--- src/rtl/uart_tx_scheduler_if.sv ---
// Source/TX-FIFO bundle for uart_tx_scheduler; master drives sources and FIFO status, slave is the scheduler.
interface uart_tx_scheduler_if #(
    parameter int NUM_SRC = 4
);
    logic [NUM_SRC-1:0]   src_valid;
    logic [8*NUM_SRC-1:0] src_data;
    logic [NUM_SRC-1:0]   src_last;
    logic [NUM_SRC-1:0]   src_ready;
    logic                 fifo_full;
    logic                 fifo_write;
    logic [7:0]           fifo_wdata;
    logic [NUM_SRC-1:0]   grant;
    logic                 busy;
    logic                 err_trunc;

    modport master (
        output src_valid, src_data, src_last, fifo_full,
        input  src_ready, fifo_write, fifo_wdata, grant, busy, err_trunc
    );

    modport slave (
        input  src_valid, src_data, src_last, fifo_full,
        output src_ready, fifo_write, fifo_wdata, grant, busy, err_trunc
    );
endinterface

--- src/rtl/uart_tx_scheduler.sv ---
// Round-robin packet scheduler framing {hdr, payload, [csum]} into the UART TX FIFO; one-cycle arbitration,
// payload bytes pass through with zero latency and stall on fifo_full. Macro TX_SCHED_CHECKSUM_EN adds the csum byte.
module uart_tx_scheduler #(
    parameter int NUM_SRC = 4,
    parameter int MAX_LEN = 32
) (
    input logic                 clk,
    input logic                 rst_n,
    uart_tx_scheduler_if.slave  bus
);
    localparam int IDW = (NUM_SRC > 1) ? $clog2(NUM_SRC) : 1;
    localparam int CW  = $clog2(MAX_LEN + 1);

`ifdef TX_SCHED_CHECKSUM_EN
    typedef enum logic [1:0] {IDLE, HEADER, PAYLOAD, CSUM} state_t;
`else
    typedef enum logic [1:0] {IDLE, HEADER, PAYLOAD} state_t;
`endif

    state_t             state_q;
    logic [IDW-1:0]     rr_ptr_q;
    logic [IDW-1:0]     gid_q;
    logic [NUM_SRC-1:0] grant_q;
    logic               busy_q;
    logic               err_trunc_q;
    logic [CW-1:0]      byte_cnt_q;
    logic [7:0]         csum_q;

    logic [IDW-1:0]     pick;
    logic               any_vld;
    logic               g_vld;
    logic               g_last;
    logic [7:0]         g_data;
    logic [7:0]         hdr_byte;
    logic               xfer;
    logic               at_max;
    logic [IDW-1:0]     rr_next;

    // First requester at or above rr_ptr, wrapping at NUM_SRC.
    always_comb begin
        pick    = '0;
        any_vld = 1'b0;
        for (int k = 0; k < NUM_SRC; k++) begin
            int idx;
            idx = int'(rr_ptr_q) + k;
            if (idx >= NUM_SRC) idx = idx - NUM_SRC;
            if (!any_vld && bus.src_valid[idx]) begin
                any_vld = 1'b1;
                pick    = IDW'(idx);
            end
        end
    end

    assign g_vld    = bus.src_valid[gid_q];
    assign g_last   = bus.src_last[gid_q];
    assign g_data   = bus.src_data[{gid_q, 3'b000} +: 8];
    assign hdr_byte = {4'hA, 4'(gid_q)};
    assign at_max   = (byte_cnt_q == CW'(MAX_LEN - 1));
    assign rr_next  = (gid_q == IDW'(NUM_SRC - 1)) ? '0 : gid_q + IDW'(1);

    always_comb begin
        bus.src_ready  = '0;
        bus.fifo_write = 1'b0;
        bus.fifo_wdata = '0;
        xfer           = 1'b0;
        case (state_q)
            HEADER: begin
                if (!bus.fifo_full) begin
                    bus.fifo_write = 1'b1;
                    bus.fifo_wdata = hdr_byte;
                end
            end
            PAYLOAD: begin
                bus.src_ready[gid_q] = !bus.fifo_full;
                xfer = g_vld && !bus.fifo_full;
                if (xfer) begin
                    bus.fifo_write = 1'b1;
                    bus.fifo_wdata = g_data;
                end
            end
`ifdef TX_SCHED_CHECKSUM_EN
            CSUM: begin
                if (!bus.fifo_full) begin
                    bus.fifo_write = 1'b1;
                    bus.fifo_wdata = csum_q;
                end
            end
`endif
            default: ;
        endcase
    end

    always_ff @(posedge clk or negedge rst_n) begin
        if (!rst_n) begin
            state_q     <= IDLE;
            rr_ptr_q    <= '0;
            gid_q       <= '0;
            grant_q     <= '0;
            busy_q      <= 1'b0;
            err_trunc_q <= 1'b0;
            byte_cnt_q  <= '0;
            csum_q      <= '0;
        end else begin
            err_trunc_q <= 1'b0;
            case (state_q)
                IDLE: begin
                    if (any_vld) begin
                        grant_q <= NUM_SRC'(1) << pick;
                        gid_q   <= pick;
                        busy_q  <= 1'b1;
                        state_q <= HEADER;
                    end
                end
                HEADER: begin
                    if (!bus.fifo_full) begin
                        csum_q  <= hdr_byte;
                        state_q <= PAYLOAD;
                    end
                end
                PAYLOAD: begin
                    if (xfer) begin
                        csum_q     <= csum_q ^ g_data;
                        byte_cnt_q <= byte_cnt_q + CW'(1);
                        if (g_last || at_max) begin
                            // A cut packet leaves the source's tail to re-arbitrate later.
                            byte_cnt_q  <= '0;
                            err_trunc_q <= !g_last;
`ifdef TX_SCHED_CHECKSUM_EN
                            state_q     <= CSUM;
`else
                            rr_ptr_q    <= rr_next;
                            grant_q     <= '0;
                            busy_q      <= 1'b0;
                            state_q     <= IDLE;
`endif
                        end
                    end
                end
`ifdef TX_SCHED_CHECKSUM_EN
                CSUM: begin
                    if (!bus.fifo_full) begin
                        rr_ptr_q <= rr_next;
                        grant_q  <= '0;
                        busy_q   <= 1'b0;
                        state_q  <= IDLE;
                    end
                end
`endif
                default: state_q <= IDLE;
            endcase
        end
    end

    assign bus.grant     = grant_q;
    assign bus.busy      = busy_q;
    assign bus.err_trunc = err_trunc_q;
endmodule

--- src/flat_wrapper.sv ---
// flat-port wrapper written by rule: the top's interface ports become plain ports
module uart_tx_scheduler_flat 
#(
    parameter int NUM_SRC = 4,
    parameter int MAX_LEN = 32
)
  (clk, rst_n, bus_src_valid, bus_src_data, bus_src_last, bus_fifo_full, bus_src_ready, bus_fifo_write, bus_fifo_wdata, bus_grant, bus_busy, bus_err_trunc);
  uart_tx_scheduler_if #(.NUM_SRC(NUM_SRC)) bus_i ();
  input logic clk;
  input logic rst_n;
  input wire logic [$bits(bus_i.src_valid)-1:0] bus_src_valid;
  input wire logic [$bits(bus_i.src_data)-1:0] bus_src_data;
  input wire logic [$bits(bus_i.src_last)-1:0] bus_src_last;
  input wire logic [$bits(bus_i.fifo_full)-1:0] bus_fifo_full;
  output wire logic [$bits(bus_i.src_ready)-1:0] bus_src_ready;
  output wire logic [$bits(bus_i.fifo_write)-1:0] bus_fifo_write;
  output wire logic [$bits(bus_i.fifo_wdata)-1:0] bus_fifo_wdata;
  output wire logic [$bits(bus_i.grant)-1:0] bus_grant;
  output wire logic [$bits(bus_i.busy)-1:0] bus_busy;
  output wire logic [$bits(bus_i.err_trunc)-1:0] bus_err_trunc;
  assign bus_i.src_valid = bus_src_valid;
  assign bus_i.src_data = bus_src_data;
  assign bus_i.src_last = bus_src_last;
  assign bus_i.fifo_full = bus_fifo_full;
  assign bus_src_ready = bus_i.src_ready;
  assign bus_fifo_write = bus_i.fifo_write;
  assign bus_fifo_wdata = bus_i.fifo_wdata;
  assign bus_grant = bus_i.grant;
  assign bus_busy = bus_i.busy;
  assign bus_err_trunc = bus_i.err_trunc;
  uart_tx_scheduler #(.NUM_SRC(NUM_SRC), .MAX_LEN(MAX_LEN)) u_core (.clk(clk), .rst_n(rst_n), .bus(bus_i));
endmodule
--- config.mk ---
export PLATFORM = sky130hd
export DESIGN_NAME = uart_tx_scheduler_flat
export DESIGN_NICKNAME = d
export VERILOG_FILES = /design/src/rtl/uart_tx_scheduler_if.sv /design/src/rtl/uart_tx_scheduler.sv /design/src/flat_wrapper.sv
export SDC_FILE = /design/constraint.sdc
export NUM_CORES = 1
export LEC_CHECK = 0
export CAP_MARGIN = 25
export CORE_UTILIZATION = 30
export CTS_CLUSTER_DIAMETER = 50
export CTS_CLUSTER_SIZE = 30
export DETAILED_ROUTE_END_ITERATION = 6
export PLACE_DENSITY_LB_ADDON = 0.2
export SLEW_MARGIN = 10
export SYNTH_ARGS = -nofsm -noshare
export SYNTH_HDL_FRONTEND = slang
export SYNTH_SLANG_ARGS = --single-unit
--- constraint.sdc ---
create_clock -name clk -period 3.05 [get_ports clk]
set_input_delay 0.4575 -clock clk [delete_from_list [all_inputs] [get_ports clk]]
set_output_delay 0.4575 -clock clk [all_outputs]
set_load 0.05 [all_outputs]
==> insert_results.sql <==
INSERT INTO impl_metrics (metric_group, metric, value, unit) VALUES
('pwr', 'power_per_cell_area', '727', 'mW/mm2'),
('min_path', 'worstHoldPathCells', '2', ''),
('critical_path', 'crit_path_max_fanout', '11', ''),
('floorplanning', 'die_x', '71.9', 'um'),
('synthesis', 'synth.avg_cell_area', '9.51', 'um2'),
('finish', 'layout-drive-gt1-share', '14.7', '%'),
('critical_path', 'criticalPathCategory', 'reg2out', ''),
('finish', 'fillCellCount', '478', ''),
('placement', 'dpl_worst_slack', '0.266', 'ns'),
('cts', 'cts_tree', 'done', ''),
('timing', 'slew_viol_final', '0', ''),
('drt', 'routed_wirelength', '4.21', 'mm'),
('timing', 'grt_setup_unrepaired', 'false', ''),
('critical_path', 'required', '2.59', 'ns'),
('critical_path', 'worstPathCellList', 'inv_1, ha_1, nor2b_1, and2_2, nand2_1, a21boi_1, buf_12', ''),
('drt', 'drt_first_pass_iters', '4', ''),
('pwr', 'comb_power_share', '63.8', '%'),
('finish', 'final_common_cell', 'sky130_fd_sc_hd__clkdlybuf4s50_1', ''),
('placement', 'dpl.cell_count', '281', ''),
('global_routing', 'groute.usage.overall', '17.6', '%'),
('finish', 'area.growth.synth_to_final', '56.2', '%'),
('critical_path', 'crit_path_max_incr_delay', '0.40', 'ns'),
('finish', 'nNetsFinal', '271', ''),
('placement', 'gp_congestion', '0.817', ''),
('floorplanning', 'dieArea', '0.00516', 'mm2'),
('synthesis', 'synth.lib_cells_used.distinct', '42', ''),
('critical_path', 'critical_path.startpoint_type', 'flop', ''),
('floorplanning', 'fp-row-count', '25', ''),
('synthesis', 'synthesis.area', '0.00146', 'mm2'),
('drt', 'drcViolationCount', '0', ''),
('critical_path', 'arrival', '2.32', 'ns'),
('run_status', 'outcome', 'finished, final reports clean', ''),
('drt', 'routed-via-count', '1389', ''),
('pwr', 'power', '1.66', 'mW'),
('pwr', 'power.sequential.fraction', '24.0', '%'),
('pwr', 'peak_supply_drop', '0.473', 'mV'),
('pwr', 'total_switching_power', '0.743', 'mW'),
('pwr', 'power.share.clock', '12.2', '%'),
('synthesis', 'synth-seq-area-share', '30.8', '%'),
('pwr', 'intPower', '0.920', 'mW'),
('critical_path', 'regToRegEndpoint', 'u_core.rr_ptr_q[1]', ''),
('critical_path', 'reg2reg_slack', '0.82', 'ns'),
('timing', 'max_clock_freq', '0.361', 'GHz'),
('timing', 'relSlewSlack', '41.0', '%'),
('placement', 'estimated_wirelength_of_the_detail_placed_design', '3.31', 'mm'),
('global_routing', 'grt_max_degree', '19', ''),
('timing', 'timing.final.crit_period', '2.77', 'ns'),
('critical_path', 'critical-path-slowest-cell', 'sky130_fd_sc_hd__dfrtp_1', ''),
('critical_path', 'worstRegToRegCells', '7', ''),
('global_routing', 'first_global_vias', '1368', ''),
('drt', 'via_cell_ratio', '4.87', ''),
('timing', 'tightest_slew', '0.883', 'ns'),
('cts', 'tritoncts_buffers', '3', ''),
('finish', 'final_cell_count_no_fill', '285', ''),
('min_path', 'hold_path.class', 'reg2reg', ''),
('timing', 'setup_violations', '0', ''),
('floorplanning', 'io_pins', '62', ''),
('finish', 'antenna_cells', '0', ''),
('placement', 'numPortBuffers', '61', ''),
('synthesis', 'netlist_instances', '154', ''),
('cts', 'ctsRootBufferMaster', 'sky130_fd_sc_hd__clkbuf_8', ''),
('timing', 'finalClockSkew', '0.00162', 'ns'),
('global_routing', 'antenna_violations_before_repair', '0', ''),
('timing', 'period_utilization', '90.9', '%'),
('finish', 'mostFrequentLayoutCells', 'sky130_fd_sc_hd__clkdlybuf4s50_1 (48), sky130_fd_sc_hd__nand2_1 (19), sky130_fd_sc_hd__dfrtp_1 (18)', ''),
('drt', 'detail_route.iter0.violations', '83', ''),
('timing', 'final-hold-violation-count', '0', ''),
('cts', 'buffer_levels_on_the_longest_clock_path', '2', ''),
('critical_path', 'timing.critical_path.to_type', 'primary output', ''),
('synthesis', 'synth_nets', '206', ''),
('pwr', 'netSwitchingFraction', '44.7', '%');
[worst max-delay path, delay by kind of cell (launching register included)]
kind	cells	cell delay (ns)
AND/OR/NAND/NOR	3	0.77
flip-flops	1	0.40
buffers and inverters	2	0.32
adder cells (fa/ha/maj)	1	0.31
AO/OA/AOI/OAI	1	0.26
[routing by layer]
| metal | track usage, % | up-vias | part of all wire (%) |
|---|---|---|---|
| li1 | - | 703 | - |
| met1 | 23.2 | 665 | 46 |
| met2 | 31.0 | 19 | 51 |
| met3 | 2.53 | 2 | 2.3 |
| met4 | 3.27 | 0 | 0.45 |
| met5 | 0 | - | 0 |
[flip-flops by register name (all words and copies together) (netlist names)]
name,count
u_core.rr_ptr_q,2
u_core.bus.grant,4
u_core.bus.busy,1
u_core.bus.err_trunc,1
u_core.byte_cnt_q,6
u_core.state_q,2
u_core.gid_q,2
[timing repair]
item / CTS / global route
endpoints found under the setup margin: 0 / 2
endpoints found under the hold margin: 0 / 0
setup buffers: 0 / 0
resized for setup: 0 / 1
hold buffers: 0 / 0
[cells in the mapped netlist (all sizes together)]
cell type / count / share of area (%)
clkbuf: 2 / 0.51
a21boi: 3 / 1.5
a2bb2oi: 2 / 1.2
o32ai: 4 / 2.4
inv: 10 / 2.6
nor4b: 1 / 0.60
nand2b: 4 / 1.9
nor2: 7 / 1.8
nor2b: 3 / 1.3
dfrtp: 18 / 31
and3: 5 / 2.1
buf: 4 / 1.8
o21a: 1 / 0.51
a22o: 2 / 1.2
ha: 9 / 7.7
a21o: 1 / 0.51
and2: 7 / 3.0
a31o: 1 / 0.60
nand2: 19 / 4.9
o2bb2ai: 1 / 0.60
mux4: 9 / 14
nand3: 3 / 1.0
mux2: 1 / 0.77
o211a: 1 / 0.68
or2: 1 / 0.43
or3: 1 / 0.43
a221o: 2 / 1.4
o41ai: 1 / 0.60
o21ai: 11 / 3.8
a221oi: 1 / 0.60
mux2i: 2 / 1.4
o22a: 1 / 0.60
a21oi: 10 / 3.7
or4: 3 / 1.5
nor4: 1 / 0.43
o22ai: 1 / 0.43
o31ai: 1 / 0.51
[power groups by stage]
stage	registers (mW)	clock network, mW	logic, mW
4_1_cts	0.399	0.206	1.07
3_5_place_dp	0.402	0	1.07
6_report	0.399	0.203	1.06
3_3_place_gp	0.400	0	1.07
2_1_floorplan	0.469	0	0.657
5_1_grt	0.414	0.216	1.16
[per-stage QoR]
stage	hold slack [ns]	utilization, %	area [um2]
2_1_floorplan	0.162	-	1460
3_3_place_gp	0.484	47.2	2230
3_5_place_dp	0.492	47.2	2230
4_1_cts	0.508	48.4	2280
5_1_grt	0.536	48.4	2290
6_report	0.507	48.4	2290
[layout make-up]
class                   count  area [um2]  share of cell area (%)
multi-input cells         120         943                    41.3
inverters                  10        37.5                    1.64
clock buffers               4        55.1                    2.41
flip-flops and latches     18         450                    19.7
well taps                  67        83.8                    3.67
repair buffers             66         716                    31.3
[cell families after synthesis]
kind of cell	synth area share, %
AOI/OAI and AO/OA	20.8
adders and majority gates	7.69
buffers and inverters	4.87
DFF	30.8
muxes	16.5
and+or+nand+nor	19.4
[worst max path at each step]
stage,start,to,slack [ns],depth (start not counted)
finish,u_core.state_q[0],bus_fifo_wdata[5],0.28,7
global placement,bus_src_valid[1],bus_fifo_wdata[5],0.30,6
floorplan,u_core.state_q[0],bus_fifo_wdata[5],0.39,7
detailed placement,bus_src_valid[1],bus_fifo_wdata[0],0.27,6
global route,u_core.state_q[0],bus_fifo_wdata[5],0.09,7
CTS,u_core.state_q[0],bus_fifo_wdata[5],0.11,7
Power figures use the tool's default switching activity.
